File: src/rtl/ps2_pkg.sv
// ps2_pkg: definitions shared by the PS/2 keyboard transmitter and the PS/2 host receiver.
//   ps2_state_e    transmitter FSM states (IDLE, SHIFT, GAP)
//   PS2_FRAME_BITS bits per frame: start, eight data bits LSB first, parity, stop
//   PS2_START      level of the start bit
//   PS2_STOP       level of the stop bit
//   ps2_parity()   odd-parity bit for one data byte
package ps2_pkg;

  typedef enum logic [1:0] {
    IDLE  = 2'd0,
    SHIFT = 2'd1,
    GAP   = 2'd2
  } ps2_state_e;

  localparam int unsigned PS2_FRAME_BITS = 11;
  localparam logic        PS2_START      = 1'b0;
  localparam logic        PS2_STOP       = 1'b1;

  // Makes the total count of ones across the data bits and the parity bit odd.
  function automatic logic ps2_parity(input logic [7:0] data_byte);
    return ~^data_byte;
  endfunction

endpackage

File: src/rtl/ps2_tx_fifo.sv
// ps2_tx_fifo: small synchronous FIFO that queues scancode bytes ahead of the transmitter.
// The transmitter instantiates it only when PS2_TX_FIFO_EN is defined.
//   clk      in   system clock
//   reset    in   synchronous reset, active high; empties the queue
//   push     in   write wr_data; ignored while full
//   wr_data  in   byte to enqueue
//   pop      in   drop the head entry; ignored while empty
//   rd_data  out  head entry, valid while empty=0
//   full     out  no free entry
//   empty    out  no stored entry
// DEPTH must be a power of two so the pointers wrap on their own.
module ps2_tx_fifo #(
  parameter int unsigned DEPTH = 4,
  parameter int unsigned WIDTH = 8
) (
  input  logic             clk,
  input  logic             reset,
  input  logic             push,
  input  logic [WIDTH-1:0] wr_data,
  input  logic             pop,
  output logic [WIDTH-1:0] rd_data,
  output logic             full,
  output logic             empty
);

  localparam int unsigned AW = (DEPTH > 1) ? $clog2(DEPTH) : 1;

  logic [WIDTH-1:0] mem [DEPTH];
  logic [AW-1:0]    wr_ptr;
  logic [AW-1:0]    rd_ptr;
  logic [AW:0]      count;
  logic             do_push;
  logic             do_pop;

  assign full    = (count == (AW+1)'(DEPTH));
  assign empty   = (count == '0);
  assign do_push = push & ~full;
  assign do_pop  = pop & ~empty;
  assign rd_data = mem[rd_ptr];

  always_ff @(posedge clk) begin
    if (do_push) begin
      mem[wr_ptr] <= wr_data;
    end
  end

  always_ff @(posedge clk) begin
    if (reset) begin
      wr_ptr <= '0;
      rd_ptr <= '0;
      count  <= '0;
    end else begin
      if (do_push) begin
        wr_ptr <= wr_ptr + AW'(1);
      end
      if (do_pop) begin
        rd_ptr <= rd_ptr + AW'(1);
      end
      // A push and a pop in the same cycle leave the occupancy unchanged.
      case ({do_push, do_pop})
        2'b10:   count <= count + (AW+1)'(1);
        2'b01:   count <= count - (AW+1)'(1);
        default: count <= count;
      endcase
    end
  end

endmodule

File: src/rtl/ps2_keyboard_tx.sv
// ps2_keyboard_tx: device-side PS/2 keyboard emulator. Scancode bytes arriving on a valid/ready
// handshake are serialised into 11-bit PS/2 frames. The block generates ps2_clk itself and backs
// off while the host inhibits the bus.
//   clk       in   system clock
//   reset     in   synchronous reset, active high
//   tx_data   in   scancode byte to send
//   tx_valid  in   tx_data valid
//   tx_ready  out  byte accepted at this edge if tx_valid (queue not full)
//   inhibit   in   host holding the clock line low
//   ps2_clk   out  generated PS/2 clock, idles high
//   ps2_data  out  PS/2 data, idles high
//   busy      out  frame in progress or inter-frame gap running
//   tx_done   out  one-cycle pulse after a frame completes normally
// Build option PS2_TX_FIFO_EN: adds a FIFO_DEPTH-entry byte queue. Without it, a single holding
// register keeps tx_ready low from accept until that frame's tx_done.
//
// state | meaning
// IDLE  | lines high, waiting for a queued byte while inhibit is low
// SHIFT | clocking out frame bit bit_cnt; div_cnt sweeps the high then the low phase
// GAP   | lines high for IDLE_GAP cycles after a completed or aborted frame
module ps2_keyboard_tx #(
  parameter int unsigned HALF_PER   = 20,
  parameter int unsigned IDLE_GAP   = 40,
  parameter int unsigned FIFO_DEPTH = 4
) (
  input  logic       clk,
  input  logic       reset,
  input  logic [7:0] tx_data,
  input  logic       tx_valid,
  output logic       tx_ready,
  input  logic       inhibit,
  output logic       ps2_clk,
  output logic       ps2_data,
  output logic       busy,
  output logic       tx_done
);

  import ps2_pkg::*;

  localparam int unsigned DIV_W = $clog2(2 * HALF_PER);
  localparam int unsigned GAP_W = (IDLE_GAP > 1) ? $clog2(IDLE_GAP) : 1;

  localparam logic [DIV_W-1:0] DIV_LAST = DIV_W'(2 * HALF_PER - 1);
  localparam logic [DIV_W-1:0] DIV_HALF = DIV_W'(HALF_PER);
  localparam logic [3:0]       BIT_LAST = 4'(PS2_FRAME_BITS - 1);
  localparam logic [GAP_W-1:0] GAP_LOAD = GAP_W'(IDLE_GAP - 1);

  if (HALF_PER < 4) begin : g_bad_half_per
    $error("HALF_PER must be at least 4");
  end
  if (IDLE_GAP < 1) begin : g_bad_idle_gap
    $error("IDLE_GAP must be at least 1");
  end
  if ((FIFO_DEPTH < 2) || ((FIFO_DEPTH & (FIFO_DEPTH - 1)) != 0)) begin : g_bad_fifo_depth
    $error("FIFO_DEPTH must be a power of two, at least 2");
  end

  ps2_state_e       state;
  ps2_state_e       next_state;
  logic [DIV_W-1:0] div_cnt;
  logic [3:0]       bit_cnt;
  logic [GAP_W-1:0] gap_cnt;

  logic [7:0]       head_data;
  logic             q_full;
  logic             q_empty;
  logic             push;
  logic             pop;

  logic             launch;
  logic             last_bit;
  logic             frame_done;
  logic             abort;
  logic             gap_done;
  logic [15:0]      frame_bits;

  assign tx_ready = ~q_full;
  assign push     = tx_valid & tx_ready;
  assign pop      = frame_done;

  assign launch     = ~q_empty & ~inhibit;
  assign last_bit   = (bit_cnt == BIT_LAST);
  assign frame_done = (state == SHIFT) && last_bit && (div_cnt == DIV_LAST);
  // Once the stop bit is on the wire the frame is allowed to finish.
  assign abort      = (state == SHIFT) && inhibit && !last_bit;
  assign gap_done   = (gap_cnt == '0);

  // Padded with ones above the stop bit so any 4-bit index stays in range.
  assign frame_bits = {5'b11111, PS2_STOP, ps2_parity(head_data), head_data, PS2_START};

`ifdef PS2_TX_FIFO_EN
  ps2_tx_fifo #(
    .DEPTH (FIFO_DEPTH),
    .WIDTH (8)
  ) u_fifo (
    .clk     (clk),
    .reset   (reset),
    .push    (push),
    .wr_data (tx_data),
    .pop     (pop),
    .rd_data (head_data),
    .full    (q_full),
    .empty   (q_empty)
  );
`else
  logic hold_valid;

  always_ff @(posedge clk) begin
    if (reset) begin
      hold_valid <= 1'b0;
      head_data  <= 8'h00;
    end else if (push) begin
      hold_valid <= 1'b1;
      head_data  <= tx_data;
    end else if (pop) begin
      hold_valid <= 1'b0;
    end
  end

  assign q_full  = hold_valid;
  assign q_empty = ~hold_valid;
`endif

  always_ff @(posedge clk) begin
    if (reset) begin
      state <= IDLE;
    end else begin
      state <= next_state;
    end
  end

  // When the gap expires with a byte already waiting, the next frame starts directly, so
  // consecutive frames are separated by exactly IDLE_GAP high cycles.
  always_comb begin
    next_state = state;
    case (state)
      IDLE: begin
        if (launch) next_state = SHIFT;
      end
      SHIFT: begin
        if (abort || frame_done) next_state = GAP;
      end
      GAP: begin
        if (gap_done) next_state = launch ? SHIFT : IDLE;
      end
      default: next_state = IDLE;
    endcase
  end

  always_ff @(posedge clk) begin
    if (reset) begin
      div_cnt <= '0;
      bit_cnt <= 4'd0;
      gap_cnt <= '0;
      tx_done <= 1'b0;
    end else begin
      tx_done <= frame_done;

      if (next_state == SHIFT && state != SHIFT) begin
        div_cnt <= '0;
        bit_cnt <= 4'd0;
      end else if (state == SHIFT) begin
        if (div_cnt == DIV_LAST) begin
          div_cnt <= '0;
          if (!last_bit) bit_cnt <= bit_cnt + 4'd1;
        end else begin
          div_cnt <= div_cnt + DIV_W'(1);
        end
      end

      if (next_state == GAP && state != GAP) begin
        gap_cnt <= GAP_LOAD;
      end else if (state == GAP && !gap_done) begin
        gap_cnt <= gap_cnt - GAP_W'(1);
      end
    end
  end

  always_comb begin
    ps2_clk  = 1'b1;
    ps2_data = 1'b1;
    busy     = (state != IDLE);
    if (state == SHIFT) begin
      ps2_clk  = (div_cnt < DIV_HALF);
      ps2_data = frame_bits[bit_cnt];
    end
  end

endmodule

File: config.mk
export PLATFORM = sky130hd
export DESIGN_NAME = ps2_keyboard_tx
export DESIGN_NICKNAME = d
export VERILOG_FILES = /design/src/rtl/ps2_pkg.sv /design/src/rtl/ps2_tx_fifo.sv /design/src/rtl/ps2_keyboard_tx.sv
export SDC_FILE = /design/constraint.sdc
export NUM_CORES = 1
export LEC_CHECK = 0
export CELL_PAD_IN_SITES_DETAIL_PLACEMENT = 0
export CELL_PAD_IN_SITES_GLOBAL_PLACEMENT = 2
export CORE_MARGIN = 2
export CORE_UTILIZATION = 30
export DETAILED_ROUTE_END_ITERATION = 16
export GPL_ROUTABILITY_DRIVEN = 0
export PLACE_DENSITY_LB_ADDON = 0.1
export SETUP_SLACK_MARGIN = 0.1
export SLEW_MARGIN = 20
export SYNTH_ARGS = -nofsm -noshare
export SYNTH_HDL_FRONTEND = slang
export SYNTH_SLANG_ARGS = --single-unit
File: constraint.sdc
create_clock -name clk -period 1.65 [get_ports clk]
set_input_delay 0.33 -clock clk [delete_from_list [all_inputs] [get_ports clk]]
set_output_delay 0.33 -clock clk [all_outputs]
set_load 0.005 [all_outputs]
# After elaboration in Yosys (flattened, before gate mapping)
# Index checks and enable logic that the tools add are counted.
[classes]
n_addsub = 3
multipliers = 0
n_div = 0
order_cmp = 2
eq_ne = 8
shifts = 0
n_mux = 14
bitwise_logic = 5
n_reduce_logical = 19
[ops]
columns = ["cell", "count"]
rows = [
  ["2-to-1 mux 6 bit", 3],
  ["XNOR reduction 8 bit", 1],
  ["logical AND 1 bit", 7],
  ["adder 6 x 1 -> 6 bit (second input constant)", 1],
  ["== test 6 bit (second input constant)", 1],
  ["zero test 6 bit", 1],
  ["less-than comparator 6 x 5 -> 1 bit (second input constant)", 1],
  ["2-to-1 mux 1 bit", 6],
  ["2-to-1 mux 2 bit", 3],
  ["case mux 2 bit (3 select lines)", 1],
  ["nonzero test 2 bit", 3],
  ["subtractor 6 x 1 -> 6 bit (second input constant)", 1],
  ["less-than comparator 4 x 5 -> 1 bit (second input constant)", 1],
  ["adder 4 x 1 -> 4 bit (second input constant)", 1],
  ["binary-select mux 1 bit (select 4 bit)", 1],
  ["== test 2 x 1 -> 1 bit (second input constant)", 2],
  ["== test 2 bit (second input constant)", 2],
  ["== test 4 bit (second input constant)", 1],
  ["OR reduction 2 bit", 2],
  ["inverter 1 bit", 3],
  ["AND reduction 3 bit", 1],
  ["bitwise AND 1 bit", 2],
  ["zero test 1 bit", 2],
  ["zero test 2 bit", 1],
  ["3 further kinds", 3],
]
[totals]
ff_bits = 28
latchBits = 0
ram_bits = 0
mem_bits_ro = 0
word_cells = 59
memories = 0

# Depth between registers and ports, before layout
[logic_depth]
ltp_word = 9
depth_mapped = 7

# Least setup slack after synthesis
# OpenSTA, ideal clock, no wires.
[synth_timing]
path_kind = "register -> output"
from = "register bit_cnt[2]"
to = "output port ps2_data"
arrival_time_ns = 1.293
t_required_ns = 1.320
slack_ns = 0.027
stages_incl_launch_ff = 6
path_cell_list = "dfxtp_1 -> buf_2 -> mux2i_1 -> mux4_2 -> nor3b_1 -> nor3_1"
[synth_between]
elab_chain_len = 3
[synth_rtl]
columns = ["item", "line_no", "rtl"]
rows = [
  ["start, declared", "ps2_keyboard_tx.sv:61", "logic [3:0] bit_cnt;"],
  ["start signal, assigned", "ps2_keyboard_tx.sv:165", "if (!last_bit) bit_cnt <= bit_cnt + 4'd1;"],
  ["binary-select mux 1 bit (select 4 bit)", "ps2_keyboard_tx.sv:185", "ps2_data = frame_bits[bit_cnt];"],
  ["2-to-1 mux 1 bit (implied by the code)", "ps2_keyboard_tx.sv:185", ""],
  ["2-to-1 mux 1 bit", "ps2_keyboard_tx.sv:183", "if (state == SHIFT) begin"],
  ["end, declared", "ps2_keyboard_tx.sv:33", "output logic ps2_data,"],
]
# Every way passes these cells. The select of a mux whose other input is x is not followed.

# Worst setup path after layout
[layout_timing]
from = "register head_data[5]"
to = "output port ps2_data"
[layout_between]
elab_chain_len = 4
[layout_rtl]
columns = ["item", "line_no", "rtl"]
rows = [
  ["start, declared", "ps2_keyboard_tx.sv:64", "logic [7:0] head_data;"],
  ["start signal, assigned", "ps2_keyboard_tx.sv:114", "head_data <= tx_data;"],
  ["XNOR reduction 8 bit", "ps2_pkg.sv:21", "return ~^data_byte;"],
  ["binary-select mux 1 bit (select 4 bit) (*)", "ps2_keyboard_tx.sv:185", ""],
  ["2-to-1 mux 1 bit (implied by the code) (*)", "ps2_keyboard_tx.sv:185", ""],
  ["2-to-1 mux 1 bit (*)", "ps2_keyboard_tx.sv:183", ""],
]
# Mark *: on every way between the ends. The rest lies on a longest branch, timed or not. The select of a mux whose other input is x is not followed.

==> summary.txt <==
Status
  • Status: complete, but fails checks
  • Failing checks: negative setup slack

Timing
  • Setup TNS: -0.3944 ns
  • F_max: between 400 and 500 MHz
  • Final Max Tran Viols: 0
  • PnR worst setup slack: -0.3710 ns
  • Normalized max-slew margin: between 70 and 80%
  • Worst Skew: 0.004865 ns
  • Fin crit share: 122.5%
  • RSZ-0062 raised after global routing: yes
  • Endpoints failing setup: 3
  • Final hold vios: 0
  • Tmin final: around 2 ns
  • Worst-Margin Slew: 0.3125 ns

Synth
  • Seq/Total Area, Yosys: 38.75%
  • Adder-Cell Fraction of Synth Area: 3.460%
  • Number of enable-type register cells in the synthesized netlist: 0
  • Gate Count Post-Synth: about 170
  • Post-Synth Simple-Gate Area: approximately a quarter
  • Synthesis Warnings: 0
  • Synth Area in XOR/XNOR: ~9%
  • Ys async rst share: 0%
  • Multiplexer share of the synthesized area: under 10%
  • FF+latch count, synth: 28
  • Complex-gate fraction of the synthesized area: between 10% and 20%
  • Post-synth top flop: dfxtp_1
  • Synth Cell Area: ~1400 um^2
  • Main combinational cell family by area after synthesis: simple AND/OR/NAND/NOR gates
  • Net Count, Synth: 182
  • Synth Area per Inst: slightly below 9 um^2
  • Synth unique cells: 39

Cells and area
  • Most frequent cells in the layout: buf_4, nand2_1, a21oi_1, dfxtp_1
  • Number of diodes: 0
  • # fillers: 456
  • Nets: 240
  • Area growth, synth to finish: 55.45%
  • Commonest non-fill, non-tap cell in the layout: buf_4
  • Layout cell share with drive strength beyond 1: 41.26%

Power and ir drop
  • Power per Cell Area: 624.9 nW/um^2
  • Overall Power: about 1.4 mW
  • Peak VDD IR: roughly 0.0004 V
  • Static Leak: about 0.83 nW

Floorplan
  • Site Rows: 25
  • Die height: 73.44 um
  • Die area: roughly 5400 um^2
  • Die width: around 73 um
  • Core area: roughly 4700 um^2
  • Initial Utilization: between 30% and 40%
  • Io pins: 17

Clock network
  • CTS tree: done
  • Sink Count: 28
  • Clock-pin transition on the worst setup and hold timing paths: 0.10 ns
  • Total CTS buffers: 3
  • Htree depth: 1
  • Longest Clk Path Bufs: 2
  • Root Driver: clkbuf_8
  • Worst skew pair latency: 0.28 ns

Place
  • DP HPWL: 2.567 mm
  • PortBufs: 16

Critical path
  • Critical Path RT: 1.32 ns
  • Arrival time at the worst endpoint: 1.69 ns
  • CP Capture Type: primary output
  • CP Max Fanout: 3
  • CP Launch Type: register
  • Kind of critical path: reg -> out

GRT
  • Antenna violations before repair: 0
  • Pin count of the biggest net entering global routing: 19
  • First-pass GRT wire length: slightly above 6 mm
  • Gr usage total: approximately 15%
  • GRT overflow: 0
  • Vias in the first global route: between 1000 and 1500

Routing
  • DRC Markers: 0
  • First-iteration detailed-routing DRC count: between 40 and 50
  • Vias: around 1300
  • Final ANT Viol Nets: 0
  • WL final: 3.896 mm
  • Vias/cell: 4.870
  • Router iterations before antenna repair: 4
  • DR WL/cell: around 14 um

Flow run
  • Max Cap Viol: 0

Min path
  • Hold Crit Class: reg -> reg
cell families (layout without fill, tap and decap cells):
kind of cell    after synthesis  in the layout
compound gates               40             40
buf+inv                      13             70
simple gates                 65             65
mux                           4              4
fa+ha+maj                     4              4
flops                        28             28
xor+xnor                     12             12
worst paths after layout:
| path | start | endpoint | slack (ns) | cells after the start |
|---|---|---|---|---|
| setup / recovery | head_data[5]$_SDFFE_PP0P_ | ps2_data | -0.37 | 5 |
| hold / removal | div_cnt[1]$_SDFFE_PP0N_ | div_cnt[1]$_SDFFE_PP0N_ | 0.47 | 2 |
| setup reg to reg | bit_cnt[0]$_SDFFE_PP0P_ | gap_cnt[3]$_SDFFE_PP0P_ | -0.02 | 9 |
| hold reg to reg | div_cnt[1]$_SDFFE_PP0N_ | div_cnt[1]$_SDFFE_PP0N_ | 0.47 | 2 |
power by group:
group          internal, mW  switching, mW
logic                 0.152          0.106
clock network         0.214          0.221
registers             0.696         0.0158
total                  1.06          0.343
cell usage after synthesis (all sizes together) (2+ instances only):
master | count | area, um^2
dfxtp | 28 | 560.5
nand2 | 22 | 82.58
a21oi | 18 | 90.09
nor2 | 10 | 37.54
o21ai | 7 | 35.03
inv | 6 | 22.52
nor2b | 5 | 31.28
nor3b | 5 | 37.54
xnor2 | 5 | 43.79
xor2 | 5 | 43.79
buf | 4 | 18.76
ha | 4 | 50.05
o211ai | 4 | 30.03
a31oi | 3 | 18.77
clkbuf | 3 | 11.26
mux2i | 3 | 30.03
nand2b | 3 | 18.77
nand3 | 3 | 15.01
or3 | 3 | 18.77
and4 | 2 | 17.52
nand4 | 2 | 12.51
nand4b | 2 | 17.52
nor3 | 2 | 10.01
o21a | 2 | 15.01
or2 | 2 | 12.51
xnor3 | 2 | 45.04
flip-flops by register name (all words and copies together), names as in the netlist:
| register | count |
|---|---|
| head_data | 8 |
| div_cnt | 6 |
| tx_done | 1 |
| state | 2 |
| bit_cnt | 4 |
| gap_cnt | 6 |
| hold_valid | 1 |
area by class of cell:
cell class              instances  area (um^2)  share of cell area, %
flip-flops and latches         28        583.1                  25.93
repair buffers                 60        518.0                  23.04
multi-input cells             125        999.7                  44.46
clock buffers                   4        55.05                  2.449
well taps                      54        67.56                  3.005
inverters                       6        25.02                  1.113
critical path, stage by stage (launching register included):
cell and delay (ns):
dfxtp_2 0.36, xor2_1 0.16, xnor3_1 0.44, nor3b_1 0.16, nor3_1 0.15, buf_2 0.14
per-layer routing:
layer | up-vias | wire [um] | track usage, %
met3 | 2 | 101 | 3.292
met1 | 630 | 1970 | 20.24
met5 | - | 0 | 0
met4 | 0 | 23 | 3.030
met2 | 16 | 1800 | 23.52
li1 | 701 | - | -
stage by stage:
stage	hold WS [ns]	setup slack [ns]	cells	utilization [%]	area, um^2
2_1_floorplan	0.4448	0.02687	166	-	1449
3_3_place_gp	0.4658	-0.5253	257	39.52	1854
3_5_place_dp	0.4701	-0.5918	257	39.52	1854
4_1_cts	0.4838	-0.5367	272	43.87	2058
5_1_grt	0.4937	-0.5114	277	47.92	2248
6_report	0.4675	-0.3710	277	47.92	2248
repair_timing:
item	CTS	global route
pin swaps	11	9
resized for setup	38	36
gates cloned	0	0
hold buffers	0	0
setup endpoints to repair	24	23
setup buffers	11	5
No activity file was read; power rests on OpenSTA's default activity.
